`config.mk`:
```
export PLATFORM = sky130hd
export DESIGN_NAME = kb_ps2_rx
export DESIGN_NICKNAME = d
export VERILOG_FILES = /design/src/rtl/kb_ps2_rx.sv
export SDC_FILE = /design/constraint.sdc
export NUM_CORES = 1
export LEC_CHECK = 0
export CORE_MARGIN = 2
export CORE_UTILIZATION = 35
export CTS_CLUSTER_DIAMETER = 40
export DETAILED_ROUTE_END_ITERATION = 10
export PLACE_DENSITY = 0.47
export SLEW_MARGIN = 40
export SYNTH_ARGS = -nofsm -noshare
export SYNTH_HDL_FRONTEND = slang
export SYNTH_SLANG_ARGS = --single-unit
```
`constraint.sdc`:
```
create_clock -name clk -period 7 [get_ports clk]
set_clock_uncertainty 0.05 [all_clocks]
set_input_delay 1.05 -clock clk [delete_from_list [all_inputs] [get_ports clk]]
set_output_delay 1.05 -clock clk [all_outputs]
set_load 0.01 [all_outputs]
```
`src/rtl/kb_ps2_rx.sv`:
```
// rtl/kb_ps2_rx.sv - PS/2 keyboard frame receiver with scan-code FIFO and CPU register port
module kb_ps2_rx #(
    parameter int FIFO_DEPTH = 8,
    parameter int TIMEOUT    = 4096
) (
    input  logic       clk,
    input  logic       rst,
    input  logic       ps2_clk,
    input  logic       ps2_data,
    input  logic       a0,
    input  logic       n_kb_oe,
    input  logic       kb_cp,
    output logic [7:0] d_out,
    output logic       d_oe,
    output logic       kb_irq
);
    localparam int AW = $clog2(FIFO_DEPTH);
    localparam int TW = $clog2(TIMEOUT + 1);
    localparam logic [TW-1:0] TMO_MAX = TW'(TIMEOUT);

    typedef enum logic [1:0] {IDLE, DATA, PARITY, STOP} state_t;

    logic [1:0]    clk_sync, data_sync, cp_sync;
    logic          clk_prev, cp_prev;
    logic          fall, strobe, bit_in;

    state_t        state;
    logic [2:0]    bit_cnt;
    logic [7:0]    shift_reg;
    logic          parity_bit;
    logic [TW-1:0] tmo_cnt;

    logic [7:0]    mem [FIFO_DEPTH];
    logic [AW:0]   wr_ptr, rd_ptr;
    logic          empty, full;
    logic          ovf, ferr;
    logic          frame_end, frame_good, push, pop, clr, ferr_set;

    // Synchronisers idle high so reset never fabricates an edge or strobe.
    always_ff @(posedge clk) begin
        if (rst) begin
            clk_sync  <= 2'b11;
            data_sync <= 2'b11;
            cp_sync   <= 2'b11;
            clk_prev  <= 1'b1;
            cp_prev   <= 1'b1;
        end else begin
            clk_sync  <= {clk_sync[0], ps2_clk};
            data_sync <= {data_sync[0], ps2_data};
            cp_sync   <= {cp_sync[0], kb_cp};
            clk_prev  <= clk_sync[1];
            cp_prev   <= cp_sync[1];
        end
    end

    assign fall   = clk_prev & ~clk_sync[1];
    assign strobe = ~cp_prev & cp_sync[1];
    assign bit_in = data_sync[1];

    always_ff @(posedge clk) begin
        if (rst) begin
            state      <= IDLE;
            bit_cnt    <= 3'd0;
            shift_reg  <= 8'h00;
            parity_bit <= 1'b0;
            tmo_cnt    <= '0;
        end else begin
            if (fall)
                tmo_cnt <= '0;
            else if (tmo_cnt != TMO_MAX)
                tmo_cnt <= tmo_cnt + 1'b1;

            case (state)
                IDLE: begin
                    if (fall && !bit_in) begin
                        state   <= DATA;
                        bit_cnt <= 3'd0;
                    end
                end
                DATA: begin
                    if (fall) begin
                        shift_reg[bit_cnt] <= bit_in;
                        bit_cnt            <= bit_cnt + 3'd1;
                        if (bit_cnt == 3'd7)
                            state <= PARITY;
                    end
                end
                PARITY: begin
                    if (fall) begin
                        parity_bit <= bit_in;
                        state      <= STOP;
                    end
                end
                STOP: begin
                    if (fall)
                        state <= IDLE;
                end
                default: state <= IDLE;
            endcase

            // A stalled keyboard abandons the partial frame without reporting it.
            if (state != IDLE && !fall && tmo_cnt == TMO_MAX)
                state <= IDLE;
        end
    end

    assign frame_end  = (state == STOP) && fall;
    assign frame_good = bit_in && (^{shift_reg, parity_bit});
    assign push       = frame_end && frame_good;
    assign ferr_set   = frame_end && !frame_good;

    assign empty = (wr_ptr == rd_ptr);
    assign full  = (wr_ptr[AW] != rd_ptr[AW]) && (wr_ptr[AW-1:0] == rd_ptr[AW-1:0]);
    assign pop   = strobe && !a0 && !empty;
    assign clr   = strobe && a0;

    always_ff @(posedge clk) begin
        if (push && (!full || pop))
            mem[wr_ptr[AW-1:0]] <= shift_reg;
    end

    always_ff @(posedge clk) begin
        if (rst) begin
            wr_ptr <= '0;
            rd_ptr <= '0;
            ovf    <= 1'b0;
            ferr   <= 1'b0;
        end else begin
            if (push && (!full || pop))
                wr_ptr <= wr_ptr + 1'b1;
            if (pop)
                rd_ptr <= rd_ptr + 1'b1;
            // Clear first so an error arriving in the same cycle wins.
            if (clr) begin
                ovf  <= 1'b0;
                ferr <= 1'b0;
            end
            if (push && full && !pop)
                ovf <= 1'b1;
            if (ferr_set)
                ferr <= 1'b1;
        end
    end

    assign kb_irq = !empty;
    assign d_oe   = ~n_kb_oe;

    always_comb begin
        d_out = 8'h00;
        if (!n_kb_oe) begin
            if (a0)
                d_out = {5'b0, ferr, ovf, !empty};
            else if (!empty)
                d_out = mem[rd_ptr[AW-1:0]];
        end
    end
endmodule
```
# [Word level (Yosys, flattened, before mapping)]
# Memories as Yosys holds them, arrays and structs flattened. A register that Yosys moved wholly into a read port is not among the register bits.
# Index checks and enable logic that the tools add are counted.
[word_totals] ram_bits=64 mem_count=1 out_inout_bits=10 ff_bits=45 elab_cells=97
[memory_table] name="mem" depth=8 word_bits=8 read_ports=1 rd_ports_with_merged_regs=1 wr=1 line="33" text="logic [7:0] mem [FIFO_DEPTH];"
[classes] muxes=22 n_eq_ne=14 add_sub_neg=4 n_bitwise=5 magnitude_cmp=2 reduce_logical=35
[op_table] op="8-bit 2-to-1 mux" n=3
[op_table] op="1-bit logical AND" n=15
[op_table] op="13-bit by 1-bit adder with 13-bit output (second input constant)" n=1
[op_table] op="13-bit == test (second input constant)" n=1
[op_table] op="13-bit inequality test (second input constant)" n=1
[op_table] op="3-bit 2-to-1 mux" n=4
[op_table] op="2-bit 2-to-1 mux" n=5
[op_table] op="2-bit inequality test (second input constant)" n=5
[op_table] op="9-bit XOR reduction" n=1
[op_table] op="4-bit by 1-bit adder with 4-bit output (second input constant)" n=2
[op_table] op="8-bit bitwise mux" n=1
[op_table] op="2-bit one-hot mux with 4 select lines" n=1
[op_table] op="2-bit nonzero test" n=4
[op_table] op="1-bit zero test" n=7
[op_table] op="1-bit 2-to-1 mux" n=6
[op_table] op="3-bit one-hot mux with 2 select lines" n=1
[op_table] op="5-bit AND reduction" n=1
[op_table] op="2-bit == test (second input constant)" n=2
[op_table] op="4-bit == test" n=1
[op_table] op="3-bit by 4-bit < comparator with 1-bit output (second input constant)" n=1
[op_table] op="2-bit AND reduction" n=2
[op_table] op="2-bit OR reduction" n=2
[op_table] op="3-bit by 1-bit adder with 3-bit output (second input constant)" n=1
[op_table] op="1-bit demux with 3-bit select" n=1
[op_table] op="other kinds (10)" n=13

# [Depth between registers and ports, before layout]
# Gate-level depths: netlist of the first run.
[logic_depth] depth_word=8 mapped_depth=7 ltp_nobuf=7

# [Least setup slack after synthesis of the first run]
# OpenSTA, ideal clock, no wires.
[synth_path] path_type="input -> register" startpoint="input port a0" endpoint="memory mem[0][0], enable pin" required_ns=6.555 setup_time_ns=0.395 arrival_ns=2.479 cell_stages=5 slack_ns=4.076 path_cell_list="nor3b_1 nor2_1 nand2_1 nand3_1 nor4_1"
[synth_via] elab_chain_len=7
[synth_rtl] item="from (decl)" line="10" text="input logic a0,"
[synth_rtl] item="1-bit zero test" line="114" text="assign pop = strobe && !a0 && !empty;"
[synth_rtl] item="1-bit logical AND (2 in series)" line="114"
[synth_rtl] item="1-bit logical OR" line="118" text="if (push && (!full || pop))"
[synth_rtl] item="1-bit logical AND" line="118"
[synth_rtl] item="1-bit 2-to-1 mux" line="118"
[synth_rtl] item="1-bit 2-to-1 mux (implied by the code)" line="119" text="mem[wr_ptr[AW-1:0]] <= shift_reg;"
[synth_rtl] item="to (decl)" line="33"
# Every way passes these cells.

# [Final worst setup path of the first run]
[layout_path] startpoint="input port a0" endpoint="output port d_out[5]"
[layout_via] elab_chain_len=2
[layout_rtl] item="8-bit 2-to-1 mux" line="151" text="if (a0)"
[layout_rtl] item="8-bit 2-to-1 mux" line="150" text="if (!n_kb_oe) begin"
[layout_rtl] item="to (decl)" line="13" text="output logic [7:0] d_out,"
# Every way passes these cells.

==> flow_summary.toml, run 1 <==
[pwr]
p_leak_uw = 0.00185
power_density_nw_per_um2 = 241
vdd.ir_drop.worst_uv = 194

[worst_hold_path]
whs_endpoint = "clk_sync[1]"
hold_class = "reg2reg"
hp-start = "clk_sync[0]"
whs_path_depth = 1

[floorplan]
design.core.area_um2 = 13200
die_w_um = 120
rows = 42
die_area_um2 = 14500
io_pins = 17
die_h_um = 120
start_util_pct = 35.8

[clock_tree]
post_cts_resized = 0
cts_max_level = 3
path_clk_slew_ns = 0.07
cts_root_buffer = "clkbuf_16"
cts_tree = "done"
clk-insertion-delay-late_ns = 0.35
post_cts_buffers = 0
cts_hold_buffers = 0
cts_sinks = 112
cts_made_buffers = 9
clockBufferDepth = 2

[sta]
hold_viol = 0
fin_ws_ns = 3.03
max-slew-margin-rel_pct = 46.5
rsz0062_at_grt = "false"
slew_viol_final = 0
tightest_slew_ns = 0.801
setup_viol = 0
final.setup.tns_ns = 0
timing.hold.ws_ns = 0.361
max_freq_mhz = 252
finalCritPeriodShare_pct = 56.7
fin_crit_ns = 3.97

[layout]
multiInputGateArea_um2 = 1810
diodes = 0
fin_util_pct = 41.2
fin_cells = 558
largest_register_ffs = 64
fillers = 1294
final_nets = 394
seq_area_um2 = 2880
drive_gt1_share_pct = 15.2
area_growth_pct = 15.3

[place]
dp_hpwl_um = 5970
numPortBuffers = 16
placedCellCount = 542
dp_slack_ns = 2.99
place_congestion = 0.737

[global_routing]
grt_pass1_wl_um = 14600
gr-total-overflow = 0
track_usage_pct = 13.7
antenna_found_initial = 0
grt_max_degree = 37
grt_pass1_vias = 2672

[worst_setup_path]
cp_data_required_time_ns = 5.90
end_kind = "output pin"
reg2reg_to = "mem[1][7]"
crit_type = "in2out"
arrival_ns = 2.87
start_kind = "primary input"
r2r_cells = 5
r2r_setup_slack_ns = 4.04
timing.rr.start = "shift_reg[0]"
critPathMaxFanout = 6

[logic_synthesis]
ys_warn_count = 0
synth_cell_types = 41
syn_nets = 380
ys_seq_area_share_pct = 60.9
async_flop_share_pct = 0
synthFlopType = "edfxtp_1"
synth_edf_count = 64
synthCells = 363
synth_seq_cells = 112
syn_avg_cell_area_um2 = 13.0
syn-cell-area_um2 = 4730

[detailed_routing]
viasPerCell = 4.88
wirelength_um = 9170
drc = 0
drt_iter0_drc = 180
ant_nets = 0
drt_pass1_iterations = 4
vias = 2721
routedWlPerCell_um = 16.4

[job]
drv_cap = 0

[run_status]
status = "complete, no violations"
## stage by stage
| stage | total power [uW] | area [um^2] |
|---|---|---|
| floorplan | 754 | 4730 |
| global placement | 770 | 5100 |
| detailed placement | 770 | 5130 |
| CTS | 1340 | 5460 |
| global route | 1370 | 5460 |
| finish | 1320 | 5460 |
## cell usage in the layout, fill, tap and decap left out, types with 8 or more instances in the layout
cell type / n
a21oi_1: 13
clkbuf_16: 9
clkdlybuf4s50_1: 16
dfxtp_1: 48
edfxtp_1: 64
ha_1: 10
inv_1: 9
mux2i_1: 16
mux4_2: 16
nand2_1: 13
nand3_1: 14
nor2_1: 40
o21ai_0: 9
or2_2: 8
xnor2_1: 9
xor2_1: 14
## logic make-up after synthesis
family	Yosys count	synth area share (%)
buf+inv	25	2.09
flops	112	60.9
fa+ha+maj	10	2.64
simple gates	123	13.2
compound gates	32	4.18
xor+xnor	24	4.76
mux	37	12.3
## where the power goes
| group | leakage, uW | internal, uW | switching [uW] |
|---|---|---|---|
| clock network | 0.000159 | 320 | 243 |
| logic | 0.000706 | 22.6 | 30.1 |
| registers | 0.000982 | 694 | 7.42 |
## per-layer routing
metal	vias to the layer above	routed length (um)	GRT usage (%)
li1	1361	-	-
met1	1332	4400	17.7
met2	23	4480	22.1
met3	5	209	4.53
met4	0	78	3.71
met5	-	0	0
## worst max-delay path, cell delays in order
cell	delay, ns
clkdlybuf4s50_1	0.50
a21oi_1	0.27
nand2_1	0.29
nor2_1	0.20
clkdlybuf4s50_1	0.55
## area by class of cell
type,instances,area share [%]
Tap cell,176,4.03
Multi-Input combinational cell,226,33.1
Clock buffer,9,4.13
Timing Repair Buffer,19,3.35
Inverter,9,0.619
Sequential cell,112,52.8
Clock inverter,7,1.93
## Yosys cell counts (3+ instances only)
cell type / instances / area, um^2
nand3_1: 14 / 70.1
mux4_2: 16 / 360
o21ai_0: 9 / 45.0
or2_2: 8 / 50.1
nand4_1: 5 / 31.3
edfxtp_1: 64 / 1920
and3_1: 3 / 18.8
nor3b_1: 3 / 22.5
nand3b_1: 5 / 37.5
clkbuf_1: 10 / 37.5
a21oi_1: 13 / 65.1
buf_2: 4 / 20.0
nor3_1: 9 / 45.0
dfxtp_1: 48 / 961
mux2i_1: 16 / 160
nor2b_1: 3 / 18.8
mux2_2: 4 / 45.0
ha_1: 10 / 125
xor2_1: 14 / 123
or3_1: 3 / 18.8
nand2b_1: 5 / 31.3
nor4_1: 4 / 25.0
nand2_1: 13 / 48.8
inv_1: 9 / 33.8
nor2_1: 42 / 158
xnor2_1: 9 / 78.8
## worst max path at each step
| stage | from | to | slack, ns | depth (start not counted) |
|---|---|---|---|---|
| 3_5_place_dp | a0 | d_out[5] | 2.99 | 5 |
| 6_report | a0 | d_out[5] | 3.03 | 5 |
| 4_1_cts | a0 | d_out[5] | 2.98 | 5 |
| 2_1_floorplan | a0 | mem[0][0] | 4.08 | 5 |
| 5_1_grt | a0 | d_out[5] | 2.90 | 5 |
| 3_3_place_gp | a0 | d_out[5] | 3.06 | 5 |
Note: power is estimated with default switching activity, not from simulation.
==> run 2, diff against run 1 <==
PLACE_DENSITY = 0.48   (was 0.47)
clock period = 3.45 ns   (was 7 ns; I/O delays follow)
==> run 2 against run 1 <==
Global-route usage decreased by 0.38 points. Core utilization decreased by 0.25 points. Highest routed layer unchanged. Via count increased by 1.7%. Hold slack about the same. Total power increased by 91%. Non-clock buffer count increased by 9. Sequential share of layout area increased by 0.32 points. Final area decreased by 0.60%. Critical endpoint is now d_out[1].
==> flow_summary.toml, run 2 (synthesized netlist as in run 1, its figures left out) <==
[worst_setup_path]
start_kind = "flop"
arrival_ns = 2.55
cp_data_required_time_ns = 2.88
timing.rr.start = "shift_reg[0]"
end_kind = "output pin"
critPathMaxFanout = 8
crit_type = "reg2out"

[pwr]
seq_power_share_pct = 56.4
p_clk_share_pct = 39.2
sw_frac_of_total_pct = 22.3
switchingPower_uw = 563
vdd.ir_drop.worst_uv = 265
internal_power_uw = 1960
power_density_nw_per_um2 = 465
combPwrFrac_pct = 4.3
p_leak_uw = 0.00188

[detailed_routing]
drt_pass1_iterations = 4
drc = 0
wirelength_um = 8940
viasPerCell = 4.88
vias = 2768
routedWlPerCell_um = 15.8
ant_nets = 0
drt_iter0_drc = 132

[global_routing]
track_usage_pct = 13.3
grt_max_degree = 25
met3_usage_pct = 3.16
grt_pass1_vias = 2738
met1_usage_pct = 17.6
grt_pass1_wl_um = 14600
grt-busiest-layer = "met2"
antenna_found_initial = 0
met2_usage_pct = 21.4
gr-total-overflow = 0

[clock_tree]
cts_max_level = 3
cts_tree = "done"
clockBufferDepth = 2
post_cts_resized = 0
path_clk_slew_ns = 0.07
cts_made_buffers = 9
cts_sinks = 112
cts_root_buffer = "clkbuf_16"
clk-insertion-delay-late_ns = 0.35
cts_hold_buffers = 0
post_cts_buffers = 0

[layout]
area_growth_pct = 14.6
largest_register_ffs = 64
drive_gt1_share_pct = 15.3
multiInputGateArea_um2 = 1760
final_common_cell = "edfxtp_1"
seq_area_um2 = 2880
fin_cells = 567
fillers = 1307
final_nets = 403
layout_common_cells = "edfxtp_1 (64), dfxtp_1 (48), nor2_1 (42)"
diodes = 0

[floorplan]
design.core.area_um2 = 13200
rows = 42
io_pins = 17
start_util_pct = 35.8
die_area_um2 = 14500
die_w_um = 120
die_h_um = 120

[place]
numPortBuffers = 16
place_congestion = 0.749
dp_hpwl_um = 6250
placedCellCount = 551

[worst_hold_path]
hp-start = "clk_sync[0]"
hold_class = "reg2reg"

[sta]
tightest_slew_ns = 0.643
max_freq_mhz = 321
slew_viol_final = 0
fin_crit_ns = 3.11
finalCritPeriodShare_pct = 90.3
rsz0062_at_grt = "false"
max-slew-margin-rel_pct = 56.7
setup_viol = 0
hold_viol = 0
final.setup.tns_ns = 0

[run_status]
status = "complete, no violations"

[job]
drv_cap = 0
run 2: power by group through the flow:
stage / clock (uW) / combinational [uW] / sequential, uW
5_1_grt: 1080 / 124 / 1430
3_5_place_dp: 0 / 111 / 1450
6_report: 989 / 109 / 1420
4_1_cts: 1030 / 111 / 1420
3_3_place_gp: 0 / 110 / 1460
2_1_floorplan: 0 / 81.4 / 1450
run 2: area by class of cell:
cell class                 count  share of cell area (%)
multi-input combinational    226                    32.4
inverter                       9                   0.623
sequential                   112                    53.1
clock inverter                 6                   0.945
clock buffer                  10                    4.22
timing repair buffer          28                    4.61
tap                          176                    4.06
run 2: metrics by stage:
step | util [%] | power (uW) | setup slack (ns) | cell area [um^2] | hold WS, ns
after global routing | 41.0 | 2630 | 0.174 | 5430 | 0.375
after floorplan | - | 1530 | 0.677 | 4730 | 0.339
after detailed placement | 38.9 | 1570 | 0.533 | 5150 | 0.343
after CTS | 41.0 | 2570 | 0.280 | 5430 | 0.361
final | 41.0 | 2520 | 0.335 | 5430 | 0.361
after global placement | 38.9 | 1560 | 0.583 | 5150 | 0.343
run 2: worst paths after layout:
check,to,slack [ns],cells past startpoint
min,clk_sync[1],0.36,1
min reg2reg,clk_sync[1],0.36,1
max reg2reg,mem[2][5],0.84,6
max,d_out[1],0.34,5
run 2: routing by layer:
layer / routed length (um) / part of all wire [%]
met5: 0 / 0
met4: 136 / 1.5
met3: 248 / 2.8
met2: 4160 / 46
met1: 4400 / 49
run 2: critical path: stages, from the launching register on:
cell and delay (ns):
dfxtp_1 0.64, mux4_2 0.59, mux2_2 0.29, a22oi_1 0.14, nor2_1 0.06, clkdlybuf4s50_1 0.49
==> run 3, diff against run 2 <==
CTS_BUF_LIST = sky130_fd_sc_hd__clkbuf_4   (was not set)
==> run 3 against run 2 <==
Cell count is the same. Clock power decreased by 39%. First-iteration DRC count shrank 18%. Global-route usage fell by 0.091 points. Non-clock buffer count is the same. Sequential share of layout area grew 1.6 points. Core utilization shrank 1.2 points. Combinational power is essentially flat. Count of clock-buffer cells in the layout is the same. Largest power group unchanged. Critical path depth increased by 1. Hold slack better by 0.018 ns.
==> flow_summary.toml, run 3 (synthesized netlist as in run 1, its figures left out) <==
[global_routing]
grt_max_degree = 25
gr-total-overflow = 0
track_usage_pct = 13.2
grt_pass1_vias = 2721
antenna_found_initial = 0
grt_pass1_wl_um = 14500

[detailed_routing]
drc = 0
wirelength_um = 8950
viasPerCell = 4.89
drt_pass1_iterations = 4
routedWlPerCell_um = 15.8
drt_iter0_drc = 108
vias = 2774
ant_nets = 0

[floorplan]
io_pins = 17
start_util_pct = 35.8
die_w_um = 120
die_h_um = 120
rows = 42
die_area_um2 = 14500
design.core.area_um2 = 13200

[clock_tree]
clk-insertion-delay-late_ns = 0.46
post_cts_buffers = 0
cts_made_buffers = 9
cts_sinks = 112
cts_max_level = 3
clockBufferDepth = 2
post_cts_resized = 0
cts_tree = "done"
path_clk_slew_ns = 0.16
cts_root_buffer = "clkbuf_4"
cts_hold_buffers = 0

[sta]
hold_viol = 0
setup_viol = 0
fin_crit_ns = 3.21
finalCritPeriodShare_pct = 93.2
timing.hold.ws_ns = 0.379
final.setup.tns_ns = 0
max-slew-margin-rel_pct = 56.5
slew_viol_final = 0
rsz0062_at_grt = "false"
max_freq_mhz = 311
tightest_slew_ns = 0.646

[layout]
diodes = 0
drive_gt1_share_pct = 15.9
final_nets = 403
final_common_cell = "edfxtp_1"
largest_register_ffs = 64
layout_common_cells = "edfxtp_1 (64), dfxtp_1 (47), nor2_1 (42)"
area_growth_pct = 11.4

[worst_hold_path]
hold_class = "reg2reg"

[worst_setup_path]
critPathMaxFanout = 9
cp_data_required_time_ns = 2.88
arrival_ns = 2.65
start_kind = "flop"
critPathBufInv = 1
end_kind = "output pin"
crit_type = "reg2out"
path_cells = "xor2_1 -> nor3_1 -> a21oi_1 -> nand2_1 -> nor2_1 -> clkdlybuf4s50_1"
max_stage_delay_ns = 0.55
crit_family = "simple AND/OR/NAND/NOR gates"
r2r_setup_slack_ns = 0.85
slowest_stage = "dfxtp_1"

[pwr]
finalPower_uw = 2140
power_density_nw_per_um2 = 406
vdd.ir_drop.worst_uv = 246
p_leak_uw = 0.00181

[place]
place_congestion = 0.749
numPortBuffers = 16
dp_hpwl_um = 6250

[job]
drv_cap = 0

[run_status]
status = "complete, no violations"
run 3: cell counts in the layout (fill, tap and decap cells not counted):
Identical to the previous run, type by type.
run 3: path summary, 6_finish.rpt:
| path | startpoint | end | cells past startpoint |
|---|---|---|---|
| setup reg to reg | shift_reg[0] | mem[2][5] | 6 |
| hold reg to reg | data_sync[0] | data_sync[1] | 1 |
| hold / removal | data_sync[0] | data_sync[1] | 1 |
| setup / recovery | wr_ptr[2] | d_out[5] | 6 |
run 3: final cells by class:
class	count	area, um^2
clock inverter	6	51.3
inverter	9	33.8
timing repair buffer	28	250
multi-input combinational	226	1760
sequential	112	2880
fill	1315	7970
tap	176	220
clock buffer	10	75.1
run 3: per-stage QoR:
stage | util [%] | instances | setup WS [ns] | cell area, um^2
final | 39.8 | 567 | 0.235 | 5270
after detailed placement | 38.9 | 551 | 0.533 | 5150
after global routing | 39.8 | 567 | 0.0102 | 5270
after CTS | 39.8 | 567 | 0.103 | 5270
after global placement | 38.9 | 551 | 0.583 | 5150
after floorplan | - | 363 | 0.677 | 4730
run 3: routing by layer:
layer  up-vias  share of wire (%)  GRT usage, %
li1       1372                  -             -
met1      1376                 48          17.6
met2        21                 48          21.4
met3         5                3.0          3.87
met4         0               0.87          2.83
met5         -                  0             0
run 3: report_power, final:
part	leakage [uW]	switching, uW	internal, uW
Sequential	0.000982	14.7	1410
Combinational	0.000755	62.2	47.0
Clock	0.0000751	438	171
Total	0.00181	514	1630
